`config.mk`:
```
export PLATFORM = sky130hd
export DESIGN_NAME = ps2_keyboard_tx
export DESIGN_NICKNAME = d
export VERILOG_FILES = /design/src/rtl/ps2_pkg.sv /design/src/rtl/ps2_frame_tx.sv /design/src/rtl/ps2_keyboard_tx.sv
export SDC_FILE = /design/constraint.sdc
export NUM_CORES = 1
export LEC_CHECK = 0
export BUFFER_PORTS_ARGS = -buffer_cell sky130_fd_sc_hd__buf_2
export CAP_MARGIN = 20
export CORE_AREA = 4 4 89 132
export DETAILED_ROUTE_END_ITERATION = 8
export DIE_AREA = 0 0 93 136
export RECOVER_POWER = 50
export SYNTH_ARGS = -nofsm -noshare
export SYNTH_HDL_FRONTEND = slang
export SYNTH_SLANG_ARGS = --single-unit
```
`constraint.sdc`:
```
create_clock -name clk -period 1.7 [get_ports clk]
set_input_delay 0.34 -clock clk [delete_from_list [all_inputs] [get_ports clk]]
set_output_delay 0.34 -clock clk [all_outputs]
set_load 0.03 [all_outputs]
```
`src/rtl/ps2_pkg.sv`:
```
// +--------------------------------------------------------------------------+
// | ps2_pkg: PS/2 prefix bytes, transmitter state encoding, parity helper.   |
// | Rev 1.0                                                                  |
// +--------------------------------------------------------------------------+
`default_nettype none

package ps2_pkg;

  localparam logic [7:0] PS2_EXT   = 8'hE0;
  localparam logic [7:0] PS2_BREAK = 8'hF0;

  typedef enum logic [1:0] {
    ST_IDLE  = 2'd0,
    ST_LOAD  = 2'd1,
    ST_FRAME = 2'd2,
    ST_GAP   = 2'd3
  } ps2_state_e;

  // odd=0 gives plain XOR of the data, which the in-house receiver checks.
  function automatic logic ps2_parity(input logic [7:0] data, input logic odd);
    return odd ? ~^data : ^data;
  endfunction

endpackage

`default_nettype wire

```
`src/rtl/ps2_frame_tx.sv`:
```
// +--------------------------------------------------------------------------+
// | ps2_frame_tx: sends one 11-bit PS/2 device-to-host frame for one byte.   |
// | Rev 1.0                                                                  |
// +--------------------------------------------------------------------------+
`default_nettype none

module ps2_frame_tx
  import ps2_pkg::*;
#(
  parameter int CLK_DIV    = 5,
  parameter int PARITY_ODD = 0
) (
  input  logic       clk,
  input  logic       rstn,
  input  logic       start,
  input  logic [7:0] tx_byte,
  output logic       done,
  output logic       ps2_clk,
  output logic       ps2_data
);

  localparam int               DIV_W    = (CLK_DIV > 1) ? $clog2(CLK_DIV) : 1;
  localparam logic [DIV_W-1:0] DIV_LAST = DIV_W'(CLK_DIV - 1);
  localparam logic [3:0]       BIT_LAST = 4'd10;

  logic             r_active;
  logic             r_low;
  logic [DIV_W-1:0] r_div;
  logic [3:0]       r_bit;
  logic [10:0]      r_shift;
  logic             w_half_end;

  assign w_half_end = r_active & (r_div == DIV_LAST);
  assign done       = w_half_end & r_low & (r_bit == BIT_LAST);

  always_ff @(posedge clk or negedge rstn) begin
    if (!rstn) begin
      r_active <= 1'b0;
      r_low    <= 1'b0;
      r_div    <= '0;
      r_bit    <= '0;
      r_shift  <= '1;
      ps2_clk  <= 1'b1;
      ps2_data <= 1'b1;
    end else if (!r_active) begin
      if (start) begin
        // Start bit goes straight onto the line; slot 0 begins this edge.
        r_shift  <= {1'b1, ps2_parity(tx_byte, PARITY_ODD != 0), tx_byte, 1'b0};
        r_active <= 1'b1;
        r_low    <= 1'b0;
        r_div    <= '0;
        r_bit    <= '0;
        ps2_clk  <= 1'b1;
        ps2_data <= 1'b0;
      end
    end else if (w_half_end) begin
      r_div <= '0;
      if (!r_low) begin
        r_low   <= 1'b1;
        ps2_clk <= 1'b0;
      end else begin
        r_low   <= 1'b0;
        ps2_clk <= 1'b1;
        if (r_bit == BIT_LAST) begin
          r_active <= 1'b0;
          ps2_data <= 1'b1;
        end else begin
          r_bit    <= r_bit + 4'd1;
          r_shift  <= {1'b1, r_shift[10:1]};
          ps2_data <= r_shift[1];
        end
      end
    end else begin
      r_div <= r_div + 1'b1;
    end
  end

endmodule

`default_nettype wire

```
`src/rtl/ps2_keyboard_tx.sv`:
```
// +--------------------------------------------------------------------------+
// | ps2_keyboard_tx: key event handshake, [E0][F0]code byte queue, gap timer. |
// | Rev 1.0                                                                  |
// +--------------------------------------------------------------------------+
`default_nettype none

module ps2_keyboard_tx
  import ps2_pkg::*;
#(
  parameter int CLK_DIV    = 5,
  parameter int GAP_CYCLES = 10,
  parameter int PARITY_ODD = 0
) (
  input  logic       clk,
  input  logic       rstn,
  input  logic       key_valid,
  input  logic [7:0] key_code,
  input  logic       key_ext,
  input  logic       key_release,
  output logic       key_ready,
  output logic       busy,
  output logic       frame_done,
  output logic       ps2_clk,
  output logic       ps2_data
);

  localparam int               GAP_W    = (GAP_CYCLES > 1) ? $clog2(GAP_CYCLES) : 1;
  localparam logic [GAP_W-1:0] GAP_LAST = GAP_W'(GAP_CYCLES - 1);

  ps2_state_e       r_state;
  ps2_state_e       w_state_nxt;
  logic [GAP_W-1:0] r_gap;
  logic [7:0]       r_q0;
  logic [7:0]       r_q1;
  logic [1:0]       r_qn;
  logic             w_accept;
  logic             w_gap_end;
  logic             w_pop;
  logic             w_start;
  logic             w_done;
  logic [7:0]       w_first;
  logic [7:0]       w_byte;

  assign key_ready  = (r_state == ST_IDLE);
  assign busy       = ~key_ready;
  assign frame_done = w_done;
  assign w_accept   = key_valid & key_ready;
  assign w_gap_end  = (r_state == ST_GAP) & (r_gap == GAP_LAST);
  assign w_pop      = w_gap_end & (r_qn != 2'd0);
  assign w_first    = key_ext ? PS2_EXT : (key_release ? PS2_BREAK : key_code);

  // The head byte is popped in the accept cycle, so only two entries are stored.
  always_comb begin
    w_state_nxt = r_state;
    w_start     = 1'b0;
    w_byte      = r_q0;
    case (r_state)
      ST_IDLE: begin
        if (key_valid) begin
          w_start     = 1'b1;
          w_byte      = w_first;
          w_state_nxt = ST_FRAME;
        end
      end
      ST_LOAD: begin
        w_start     = 1'b1;
        w_state_nxt = ST_FRAME;
      end
      ST_FRAME: begin
        if (w_done) w_state_nxt = ST_GAP;
      end
      ST_GAP: begin
        if (w_gap_end) begin
          w_start     = w_pop;
          w_state_nxt = w_pop ? ST_FRAME : ST_IDLE;
        end
      end
      default: w_state_nxt = ST_IDLE;
    endcase
  end

  always_ff @(posedge clk or negedge rstn) begin
    if (!rstn) begin
      r_state <= ST_IDLE;
      r_gap   <= '0;
      r_q0    <= '0;
      r_q1    <= '0;
      r_qn    <= '0;
    end else begin
      r_state <= w_state_nxt;
      r_gap   <= (r_state == ST_GAP) ? r_gap + 1'b1 : '0;
      if (w_accept) begin
        r_q0 <= (key_ext & key_release) ? PS2_BREAK : key_code;
        r_q1 <= key_code;
        r_qn <= {key_ext & key_release, key_ext ^ key_release};
      end else if (w_pop) begin
        r_q0 <= r_q1;
        r_qn <= r_qn - 2'd1;
      end
    end
  end

  ps2_frame_tx #(
    .CLK_DIV    (CLK_DIV),
    .PARITY_ODD (PARITY_ODD)
  ) u_frame (
    .clk      (clk),
    .rstn     (rstn),
    .start    (w_start),
    .tx_byte  (w_byte),
    .done     (w_done),
    .ps2_clk  (ps2_clk),
    .ps2_data (ps2_data)
  );

endmodule

`default_nettype wire

```
==> impl_results.md <==
- WP data arrival: around 1.5 ns
- H-tree depth: 2
- Vias in the first global route: 2015
- Final nets: 310
- Syn nets: 271
- Non-Filler Instances: 434
- Root Buffer: clkbuf_16
- Port bufs: 17
- DRT Pass-1 Iters: 4
- Largest net degree at the start of global routing: 45
- Die footprint: about 13000 µm²
- Clk slew on worst S/H paths: 0.06 ns
- Failing checks: setup timing
- Area grow syn2layout: 31.2%
- Post-synth EDFFs: 0
- Clock Latency Late Sink: a little under 0.3 ns
- Seq cells post-synth: 44
- Post-cts hold buffer count: 0
- Sequential fraction of the synthesis area: 0.466
- Row count: 46
- # clock sinks: 44
- CP delay by family, top: simple AND/OR/NAND/NOR gates
- Initial core utilization: 0.226
- Final WL: 5630 µm
- Critical path capture point type: output pin
- Relative slew margins: 0.273
- # setup viols final: 13
- Post-Place Cell Area: 2800 µm²
- Core Footprint: roughly 11000 µm²
- Total power per unit cell area: ~740 nW/µm²
- DP Cell Count: 420
- Worst Path Buf+Inv: 2
- First-pass GRT wire length: 9850 µm
- Synth Cell Area: 2390 µm²
- Antenna Nets Post-Route: 0
- Die Ht: 136 µm
- Wire per inst: 13.0 µm
- CTS tree: yes
- Setup ws final: -0.165 ns
- Asr flop ratio synth: 1.00
- Worst slew pin tran: 1.09 ns
- Max IR drop VDD: 0.000341 V
- Final period utilization: 1.10
- DRC violations left: 0
- CP Data Required Time: around 1.4 ns
- Hpwl dp: slightly below 4000 µm
- Fmax: 0.536 GHz
- Status: finished, violations left
- Total track usage: 0.0976
- Startpoint Class: flop
- Unique cell type count in the Yosys netlist: 38
- Syn avg cell area: about 9.6 µm²
- CP cell instances: inv_1 > ha_1 > nand3b_1 > nor4_4 > buf_6
- RePlAce Congestion: 0.798
- CTS Buf Count: 5
- DR iter-0 viols: 84
- Yosys warns: 0
- Ant. Diodes: 0
- Crit path max fanout: 2
- RSZ-0062 raised after global routing: true
- I/O Pins: 18
- Max cap viols: 0
- Fill cell count: approximately 1100
- Synth Flop Type: dfrtp_1
- Hold Path Class: in2reg
- Layout cells sized above 1: 0.310
- DR vias/cell: approximately 4.5
- Clock Skews: 0.00698 ns
- Leak: 1.32 nW
- Critical path class: reg2out
- Initial antenna violation count: 0
- Max-slew violations: 0
- Mapped Cells: 250
- Final hold violation count: 0
- Minimum clock period after layout: 1.86 ns
- Crit-path slowest cell: dfrtp_1
- Total grt overflow: 0
- Die width: 93 µm
- Clock buffer depth: 2
- Post-route cell area: between 3000 and 4000 µm²
- Vias: about 1900
- CP peak stage delay: 0.37 ns
-- flip-flops by register name, summed over array words and instances, names as in the netlist --
name and flops:
u_frame.r_shift 9, r_q0 8, r_q1 8, r_gap 4, u_frame.r_bit 4, u_frame.r_div 3
r_qn 2, r_state 2, u_frame.ps2_clk 1, u_frame.ps2_data 1, u_frame.r_active 1, u_frame.r_low 1
-- path summary, 6_finish.rpt --
check | depth (start not counted) | endpoint | startpoint | slack [ns]
worst min-delay path | 3 | r_q1[5]$_DFFE_PN0N_ | key_code[5] | 0.32
worst max register to register | 8 | u_frame.r_shift[5]$_DFFE_PN1P_ | r_gap[1]$_DFF_PN0_ | -0.08
max in group asynchronous | 2 | r_q1[0]$_DFFE_PN0N_ | rstn | 0.70
min in group asynchronous | 2 | u_frame.r_div[1]$_DFFE_PN0P_ | rstn | 0.33
worst min register to register | 2 | r_q1[7]$_DFFE_PN0N_ | r_q1[7]$_DFFE_PN0N_ | 0.48
worst max-delay path | 5 | frame_done | u_frame.r_bit[0]$_DFFE_PN0P_ | -0.16
-- logic make-up (layout without fill, tap and decap cells) --
group                      count (synthesis)  after routing  synth area share
and+or+nand+nor                           97             97             0.183
DFF                                       44             44             0.466
AOI/OAI and AO/OA                         43             43             0.131
buffers and inverters                     23             63            0.0413
xor gates and xnor gates                  20             20            0.0733
muxes                                     15             15            0.0628
adders and majority gates                  8              8            0.0419
-- routing by layer --
| layer | part of all wire | vias up | track usage |
|---|---|---|---|
| met2 | 0.54 | 23 | 0.174 |
| li1 | - | 950 | - |
| met3 | 0.029 | 8 | 0.0255 |
| met1 | 0.41 | 953 | 0.111 |
| met4 | 0.017 | 0 | 0.0375 |
| met5 | 0 | - | 0 |
-- cell usage after synthesis, types with 3 or more instances --
cell	number	area share
a21oi_1	8	0.017
a32oi_1	4	0.015
and3_1	3	0.0079
buf_2	4	0.0084
clkbuf_1	4	0.0063
dfrtp_1	33	0.35
dfstp_2	11	0.12
ha_1	8	0.042
inv_1	11	0.017
mux2i_1	15	0.063
nand2_1	45	0.071
nand3_1	8	0.017
nand3b_1	6	0.019
nor2_1	19	0.030
nor3_1	7	0.015
nor4_1	4	0.010
o21ai_0	10	0.021
o21ai_1	3	0.0063
o311a_1	3	0.013
o31a_1	4	0.015
xnor2_1	15	0.055
xor2_1	5	0.018
-- placed cells by master, fill, tap and decap left out, types with 3 or more instances in the layout --
master,netlist,routed
o311a_1,3,3
a21oi_1,8,8
o21ai_1,3,3
buf_6,0,7
ha_1,8,6
inv_1,11,9
nor4_1,4,3
dfrtp_1,33,33
nand3b_1,6,6
dfstp_2,11,11
a32oi_1,4,3
o21ai_0,10,8
xor2_1,5,5
xnor2_1,15,15
o31a_1,4,4
buf_4,2,18
buf_2,4,16
nand3_1,8,7
nand2_1,45,42
nor2_1,19,15
nor3_1,7,6
clkbuf_16,0,5
mux2i_1,15,13
nand2_2,1,4
-- worst min-delay path, delay by kind of cell --
family	cells	cell delay (ns)
AND/OR/NAND/NOR	2	0.11
buffers and inverters	1	0.12
-- layout make-up --
class                      instances  area (µm²)  area share
multi-input combinational        183        1320       0.420
inverter                          11        41.3      0.0132
sequential                        44        1110       0.355
timing repair buffer              44         334       0.107
clock inverter                     2        10.0     0.00319
clock buffer                       6         139      0.0443
tap                              144         180      0.0574
-- per-stage QoR --
stage / utilization / power, mW / hold WS [ns] / setup TNS, ns / worst slack [ns]
floorplan: - / 1.27 / 0.0444 / 0 / 0.0529
global placement: 0.265 / 1.36 / 0.351 / 0 / 0.0281
detailed placement: 0.265 / 1.36 / 0.341 / -0.0110 / -0.0110
CTS: 0.284 / 2.35 / 0.0318 / -0.293 / -0.182
global route: 0.296 / 2.44 / 0.320 / -2.22 / -0.234
finish: 0.296 / 2.32 / 0.315 / -0.803 / -0.165
-- report_power, final --
group          leakage, nW  switching, mW  internal [mW]
sequential           0.509         0.0300           1.09
clock               0.0766          0.395          0.579
combinational        0.735          0.126          0.101
-- repair_timing --
action,CTS,global route
buffers inserted,5,1
gates cloned,0,1
pin swaps,1,12
gates resized for setup,4,35
endpoints found under the setup margin,4,24
Note: power is estimated with default switching activity, not from simulation.
